### config.mk
export PLATFORM = sky130hd
export DESIGN_NAME = arith_muli_pipe
export DESIGN_NICKNAME = d
export VERILOG_FILES = /design/src/rtl/arith_muli_pipe.sv
export SDC_FILE = /design/constraint.sdc
export NUM_CORES = 1
export LEC_CHECK = 0
export CAP_MARGIN = 20
export CORE_MARGIN = 4
export CORE_UTILIZATION = 45
export DETAILED_ROUTE_END_ITERATION = 8
export HOLD_SLACK_MARGIN = 0.05
export PLACE_DENSITY = 0.65
export SKIP_LAST_GASP = 1
export SLEW_MARGIN = 20
export SYNTH_ARGS = -nofsm -noshare
export SYNTH_HDL_FRONTEND = slang
export SYNTH_SLANG_ARGS = --single-unit
export TNS_END_PERCENT = 50
### constraint.sdc
create_clock -name clk -period 7.6 [get_ports clk]
set_input_delay 1.14 -clock clk [delete_from_list [all_inputs] [get_ports clk]]
set_output_delay 1.14 -clock clk [all_outputs]
set_load 0.02 [all_outputs]
### src/rtl/arith_muli_pipe.sv
// Pipelined integer multiplier with joined valid/ready operand inputs and an elastic result output.
// Each stage holds the full double-width product; the output selects the low or high half.
module arith_muli_pipe #(
  parameter int WIDTH  = 32,
  parameter int STAGES = 3,
  parameter bit SIGNED = 1'b0,
  parameter bit HIGH   = 1'b0
) (
  input  logic             clk,
  input  logic             rst_n,
  input  logic             a_valid,
  output logic             a_ready,
  input  logic [WIDTH-1:0] a_data,
  input  logic             b_valid,
  output logic             b_ready,
  input  logic [WIDTH-1:0] b_data,
  output logic             result_valid,
  input  logic             result_ready,
  output logic [WIDTH-1:0] result_data,
  output logic             busy
);

  localparam int PW = 2 * WIDTH;

  if (STAGES < 1) begin : g_bad_stages
    $error("arith_muli_pipe: STAGES must be at least 1");
  end

  logic [STAGES-1:0] v_reg;
  logic [STAGES-1:0] v_next;
  logic [PW-1:0]     p_reg  [STAGES];
  logic [PW-1:0]     p_next [STAGES];
  logic [STAGES-1:0] adv;
  logic [PW-1:0]     a_ext;
  logic [PW-1:0]     b_ext;
  logic [PW-1:0]     prod;
  logic              in_fire;

  // A stage may move when any slot from it to the output is empty or the output pops.
  // Written in closed form so adv has no self-referencing combinational chain.
  for (genvar gi = 0; gi < STAGES; gi++) begin : g_adv
    assign adv[gi] = result_ready | ~(&v_reg[STAGES-1:gi]);
  end

  assign a_ready = adv[0] & b_valid;
  assign b_ready = adv[0] & a_valid;
  assign in_fire = a_valid & b_valid & adv[0];

  if (SIGNED) begin : g_sext
    assign a_ext = {{WIDTH{a_data[WIDTH-1]}}, a_data};
    assign b_ext = {{WIDTH{b_data[WIDTH-1]}}, b_data};
  end else begin : g_zext
    assign a_ext = {{WIDTH{1'b0}}, a_data};
    assign b_ext = {{WIDTH{1'b0}}, b_data};
  end

  // Truncating a PW x PW product to PW bits is exact for both encodings.
  assign prod = a_ext * b_ext;

  always_comb begin
    v_next = v_reg;
    p_next = p_reg;
    if (adv[0]) begin
      v_next[0] = in_fire;
      if (in_fire) begin
        p_next[0] = prod;
      end
    end
    for (int i = 1; i < STAGES; i++) begin
      if (adv[i]) begin
        v_next[i] = v_reg[i-1];
        p_next[i] = p_reg[i-1];
      end
    end
  end

  always_ff @(posedge clk) begin
    if (!rst_n) begin
      v_reg <= '0;
      for (int i = 0; i < STAGES; i++) begin
        p_reg[i] <= '0;
      end
    end else begin
      v_reg <= v_next;
      for (int i = 0; i < STAGES; i++) begin
        p_reg[i] <= p_next[i];
      end
    end
  end

  assign result_valid = v_reg[STAGES-1];
  assign busy         = |v_reg;

  if (HIGH) begin : g_high
    assign result_data = p_reg[STAGES-1][PW-1:WIDTH];
  end else begin : g_low
    assign result_data = p_reg[STAGES-1][WIDTH-1:0];
  end

endmodule

Word level (Yosys, flattened, before mapping)
Index checks and enable logic that the tools add are counted.
- flip-flop bits (word level): 99
- output and inout port bits: 36
- logic and storage cells: 21
- multiply operators: 1
- bitwise gates (word level): 10
- reduce and logical (&&, ||, !) cells: 4
- operator list (kind ; count):
    32-bit by 32-bit multiplier with 32-bit output ; 1
    1-bit AND ; 4
    2-bit AND reduction ; 2
    1-bit NOT ; 3
    1-bit OR ; 3
    3-bit AND reduction ; 1
    3-bit OR reduction ; 1

Longest topological paths before layout
Gate-level depths: netlist of run 1.
- depth in word-level cells: 5
- depth in mapped cells: 28
- depth with buffers taken out: 26

Least setup slack after synthesis of run 1
OpenSTA, ideal clock, no wires.
- kind: input -> register
- start: in b_data[3]
- end: reg p_reg[156] (netlist bit)
- data arrival time: 7.350 ns
- path slack: 0.135 ns
- stages on the path: 25
- path through: clkbuf_1 > clkbuf_1 > and2_1 > fa_1 > inv_1 > fa_1 > fa_1 > fa_1 > inv_1 > fa_1 > inv_1 > fa_1 > inv_1 > fa_1 > fa_1 > ha_1 > a21o_1 > a21oi_1 > o21a_1 > o21ai_1 > or3b_1 > o21ai_1 > xor2_1 > o21ai_1 > and2_1
- cells in the longest elaborated chain, start to end: 1
- ends and longest elaborated chain (what ; RTL line ; source):
    start, declared ; 16 ; input logic [WIDTH-1:0] b_data,
    32-bit by 32-bit multiplier with 32-bit output ; 58 ; assign prod = a_ext * b_ext;
    end signal, assigned by index ; 86 ; p_reg[i] <= p_next[i];
    end, declared ; 31 ; logic [PW-1:0] p_reg [STAGES];
Every way passes these cells.
A chain may end at the register's enable or synchronous reset.

Worst setup path after layout of run 1
- start: in a_data[18]
- end: reg p_reg[159] (netlist bit)
- cells in the longest elaborated chain, start to end: 1
- ends and longest elaborated chain (what ; RTL line ; source):
    start, declared ; 13 ; input logic [WIDTH-1:0] a_data,
    32-bit by 32-bit multiplier with 32-bit output ; 58 ;
Every way passes these cells.

==> out/metrics.yaml, run 1 <==
drv_slew: 0
avgSynthCellArea_sq_um: 9.084
wl_met3_mm: 2.271
grt_usage_pct: 20.79
htree_levels: 3
slew_headroom_pct: 47.83
yosys.area.top_type_share_pct: 41.82
grt_pass1_vias: 15450
layout-drive-gt1-share_pct: 12.83
drt_first_pass_iters: 5
syn-num-nets: 2750
fmax_ghz: 0.1343
nNetsFinal: 2934
critPathCapture: "p_reg[159]$_SDFFE_PN0P_"
cp.arrival_ps: 7680
status: "complete, no violations"
utilization_pct: 54.20
crit_fanout: 7
synthFlopType: "dfxtp_1"
finalSetupViolations: 0
r2r_end: "p_reg[136]$_SDFFE_PN0P_"
hold_path.class: "flop to flop"
numCtsBuffers: 9
ys_types: 46
crit_type: "input port to flop"
io_pins: 105
worst_slew_pin_slew_ps: 782.5
drt-total-wl_mm: 50.94
fin_ws_ps: 151.2
dieHeight_um: 216.3
hpwl_mm: 40.77
period_minus_slack_ps: 7449
drc_errors: 0
top_layer_used: "met4"
start_kind: "input port"
ys_ff_latch: 99
final-hold-violation-count: 0
reg2reg_depth: 10
yosys_warnings: 0
syn_inst: 2150
cap_violations: 0
n_antenna_cell: 0
syn_to_final_growth_pct: 19.28
cts_tree: "built"
dr_wl_met2_mm: 24.64
skew_ps: 6.159
yosysTopAreaCell: "fa_1"
design.core.area_sq_um: 42980
crit_start: "a_data[18]"
grt_max_degree: 103
clkLatencyLatePin_ps: 330
clk_pin_slew_worst_paths_ps: 60
gp_congestion: 0.8866
cp-end-kind: "flop"
clk_path_buf_depth: 2
m1WireLength_mm: 23.16
largest_reg_flops: 64
viasPerCell: 4.918
clock_sinks: 99
synthMostInstantiatedCell: "fa_1"
netlist_area_sq_um: 19530
r2r_slack_ps: 4980
cts_hold_buf: 0
worstReg2RegStart: "v_reg[2]$_SDFFE_PN0P_"
critPathRequiredTime_ps: 7830
synthArstFlopShare_pct: 0
synth_commonest_cells: "fa_1 (408), and2_1 (385), inv_1 (357)"
grt_pass1_wl_mm: 79.62
final.period_utilization_pct: 98.01
hold_start: "p_reg[132]$_SDFFE_PN0P_"
vias: 14370
ys_seq_area_share_pct: 10.15
overflow: 0
register_area_sq_um: 1982
pre_cts_slack_ps: -615.3
die-area_sq_um: 46800
rows: 76
antenna_left: 0
multi_input_area_sq_um: 15880
antenna_found_initial: 1
cts-root-buf: "clkbuf_16"
avgRoutedWirePerCell_um: 17.43
synth_area_leaders: "fa_1 (42%), and2_1 (12%), dfxtp_1 (10%), ha_1 (7.9%), inv_1 (6.9%)"
die_w_um: 216.3
synth_edf_count: 0
first_iter_violations: 777
start_util_pct: 45.44
rsz0062_at_grt: "yes"
port_buffers: 104
n_fill_cell: 3934
[per-stage QoR]
step / std cells / TNS [ps] / cell area [sq um] / hold slack, ps
detailed placement: 2883 / -6028 / 22240 / 448.5
global placement: 2883 / -4648 / 22230 / 448.5
floorplan: 2150 / 0 / 19530 / 435.3
finish: 2923 / 0 / 23300 / 455.9
CTS: 2898 / -40.65 / 22560 / 458.1
global route: 2923 / -104.1 / 23300 / 478.4
[per-layer routing]
layer / up-vias / track usage, %
li1: 6696 / -
met1: 7286 / 29.55
met2: 335 / 35.47
met3: 57 / 1.907
met4: 0 / 3.584
met5: - / 0
[placed cells by master (no fill, tap or decap), types with 58 or more instances in the layout]
| cell type | n |
|---|---|
| fa_1 | 392 |
| and2_1 | 381 |
| inv_1 | 350 |
| nand2_1 | 336 |
| buf_4 | 174 |
| ha_1 | 113 |
| dfxtp_1 | 99 |
| a21boi_0 | 72 |
| clkdlybuf4s50_1 | 66 |
| xnor2_1 | 58 |
[cell families (layout without fill, tap and decap cells)]
| logic type | count (synthesis) | after routing | synth area share, % |
|---|---|---|---|
| AND/OR/NAND/NOR | 764 | 764 | 19.97 |
| adder cells (fa/ha/maj) | 531 | 531 | 49.70 |
| buffers and inverters | 502 | 690 | 10.31 |
| AO/OA/AOI/OAI | 169 | 169 | 5.990 |
| flip-flops | 99 | 99 | 10.15 |
| XOR/XNOR | 85 | 85 | 3.882 |
[critical path, cell delays in order]
cell             delay (ps)
clkdlybuf4s50_1         420
buf_6                   140
buf_4                   150
and2_1                  170
fa_1                    530
inv_1                    50
fa_1                    500
fa_1                    600
fa_1                    470
fa_1                    570
fa_1                    440
fa_1                    440
fa_1                    440
xnor2_1                 150
xnor2_1                 200
xnor2_1                 160
xnor2_1                 160
xnor2_1                 150
xnor3_2                 390
xnor2_2                 180
o21ai_1                  60
and2_1                  160
[worst min-delay path by stage]
stage / to / slack, ps / cells after the start
4_1_cts: p_reg[132]$_SDFFE_PN0P_ / 460 / 2
2_1_floorplan: p_reg[129]$_SDFFE_PN0P_ / 440 / 2
5_1_grt: p_reg[132]$_SDFFE_PN0P_ / 480 / 2
3_3_place_gp: p_reg[131]$_SDFFE_PN0P_ / 450 / 2
6_report: p_reg[132]$_SDFFE_PN0P_ / 460 / 2
3_5_place_dp: p_reg[132]$_SDFFE_PN0P_ / 450 / 2
[area by class of cell]
cell class	instances	share of cell area, %
clock inverter	5	0.1343
timing repair buffer	318	13.34
clock buffer	10	0.9828
tap	585	3.142
inverter	357	5.752
multi-input combinational	1549	68.14
sequential	99	8.507
[what timing repair did]
action	4_1_cts	5_1_grt
resized for setup	15	108
buffers inserted	0	14
gates cloned	0	10
pin swaps	10	86
setup endpoints to repair	10	15
Power of run 1 is left out: the tool's default activity adds up to more than one toggle a clock period on the data nets, which glitch-free logic cannot reach.
==> run 2, diff against run 1 <==
- CORE_MARGIN: 4 -> 5
- CORE_UTILIZATION: 45 -> 40
- PLACE_DENSITY: 0.65 -> unset
==> run 2 against run 1 <==
  * Global-route usage down 2.4 points
  * First-iteration DRC count down 10%
  * Register-to-register slack worse by 230 ps
==> out/metrics.yaml, run 2 (synthesis results as in run 1) <==
largest_reg_flops: 64  # unchanged
final-hold-violation-count: 0  # unchanged
overflow: 0  # unchanged
die-area_sq_um: 53350  # +14%
clkLatencyLatePin_ps: 340  # about the same
crit_buf_inv: 6  # +2
cp-end-kind: "flop"
cp_slowest_stage_delay_ps: 580  # -20 ps
pre_cts_slack_ps: -560.1  # +55.15 ps
final.period_utilization_pct: 98.37  # +0.35 points
start_kind: "input port"
design.core.area_sq_um: 48650  # +13%
hold_path.class: "flop to flop"
worst_slew_pin_slew_ps: 816.7  # +34.21 ps
grt_pass1_vias: 15240  # -1.4%
cts_tree: "built"
tns_ps: 0  # unchanged
first_iter_violations: 696  # -10%
dieHeight_um: 231.0  # +6.8%
final_common_cell: "fa_1"
fin_ws_ps: 124.3  # -26.95 ps
gp_congestion: 0.8717  # -1.7%
fmax_ghz: 0.1338  # -0.36%
vias: 14240  # -0.94%
hpwl_mm: 40.61  # -0.39%
cts-root-buf: "clkbuf_16"
critPathRequiredTime_ps: 7830  # about the same
avgRoutedWirePerCell_um: 17.08  # -2.0%
drv_slew: 0  # unchanged
slew_headroom_pct: 45.55  # -2.3 points
clock_sinks: 99  # unchanged
grt_usage_pct: 18.34  # -2.4 points
die_w_um: 231.0  # +6.8%
antenna_left: 0  # unchanged
critPathTopFamily: "adder cells"
crit_type: "input port to flop"
cp_cell_sequence: "clkdlybuf4s50_1 -> and2_4 -> fa_1 -> inv_1 -> fa_1 -> inv_1 -> fa_1 -> inv_1 -> fa_1 -> fa_1 -> fa_1 -> fa_1 -> fa_1 -> inv_1 -> ha_4 -> a21o_1 -> a21oi_2 -> buf_4 -> a41oi_4 -> o41ai_4 -> xnor2_2 -> o21ai_1 -> and2_1"
clk_path_buf_depth: 2  # unchanged
cp_common_cell: "fa_1"
clk_pin_slew_worst_paths_ps: 70  # about the same
cp.arrival_ps: 7710  # +30 ps
skew_ps: 12.66  # +6.505 ps
most-common-layout-cells: "fa_1 (390), and2_1 (373), inv_1 (344)"
numCtsBuffers: 9  # unchanged
layout-drive-gt1-share_pct: 13.93  # +1.1 points
io_pins: 105  # unchanged
slowest_stage: "fa_1"
cap_violations: 0  # unchanged
htree_levels: 3  # unchanged
nNetsFinal: 2943  # +0.31%
finalSetupViolations: 0  # unchanged
grt_max_degree: 103  # unchanged
syn_to_final_growth_pct: 20.13
crit_fanout: 3  # -4
drt_first_pass_iters: 5  # unchanged
cts_hold_buf: 0  # unchanged
rows: 81  # +6.6%
grt_pass1_wl_mm: 80.01  # +0.48%
n_antenna_cell: 0  # unchanged
start_util_pct: 40.15  # -5.3 points
drc_errors: 0  # unchanged
port_buffers: 104  # unchanged
antenna_found_initial: 1  # unchanged
status: "complete, no violations"
period_minus_slack_ps: 7476  # +26.95 ps
utilization_pct: 48.23  # -6.0 points
drt-total-wl_mm: 50.72  # -0.44%
viasPerCell: 4.794  # -2.5%
-- run 2: final timing paths --
path	cells past startpoint	slack [ps]	endpoint	startpoint
worst min-delay path	2	460	result_data[21]$_SDFFE_PN0P_	result_data[21]$_SDFFE_PN0P_
worst max register to register	9	4750	p_reg[153]$_SDFFE_PN0P_	v_reg[2]$_SDFFE_PN0P_
worst max-delay path	23	120	p_reg[159]$_SDFFE_PN0P_	a_data[24]
worst min register to register	2	460	result_data[21]$_SDFFE_PN0P_	result_data[21]$_SDFFE_PN0P_
-- run 2: cell type report --
type | count | area, sq um
inverters | 357 | 1340
fillers | 4591 | 25180
multi-input cells | 1549 | 15850
flip-flops and latches | 99 | 1982
clock inverters | 7 | 83.83
well taps | 622 | 778.2
repair buffers | 327 | 3204
clock buffers | 9 | 225.2
-- run 2: metrics by stage --
step	hold WS [ps]	cell area [sq um]	std cells
floorplan	435.3	19530	2150
global placement	448.5	22340	2925
finish	460.4	23460	2970
detailed placement	452.7	22350	2925
CTS	464.0	22670	2941
global route	474.1	23460	2970
-- run 2: what timing repair did --
item	in CTS	in global routing
endpoints found under the hold margin	0	0
buffers inserted	0	22
setup endpoints to repair	8	14
resized for setup	8	145
pin swaps	1	98
gates cloned	0	7
-- run 2: tightest hold or removal path, cell delays in order, from the launching register on --
cell	delay, ps
dfxtp_1	310
nand2_1	50
a21boi_0	60
-- run 2: per-layer routing --
| metal | up-vias | track usage, % | part of all wire (%) |
|---|---|---|---|
| met3 | 62 | 1.414 | 3.6 |
| met4 | 0 | 3.845 | 2.7 |
| met5 | - | 0 | 0 |
| li1 | 6711 | - | - |
| met2 | 297 | 31.05 | 48 |
| met1 | 7169 | 26.07 | 46 |
Power of run 2 is left out for the same reason.
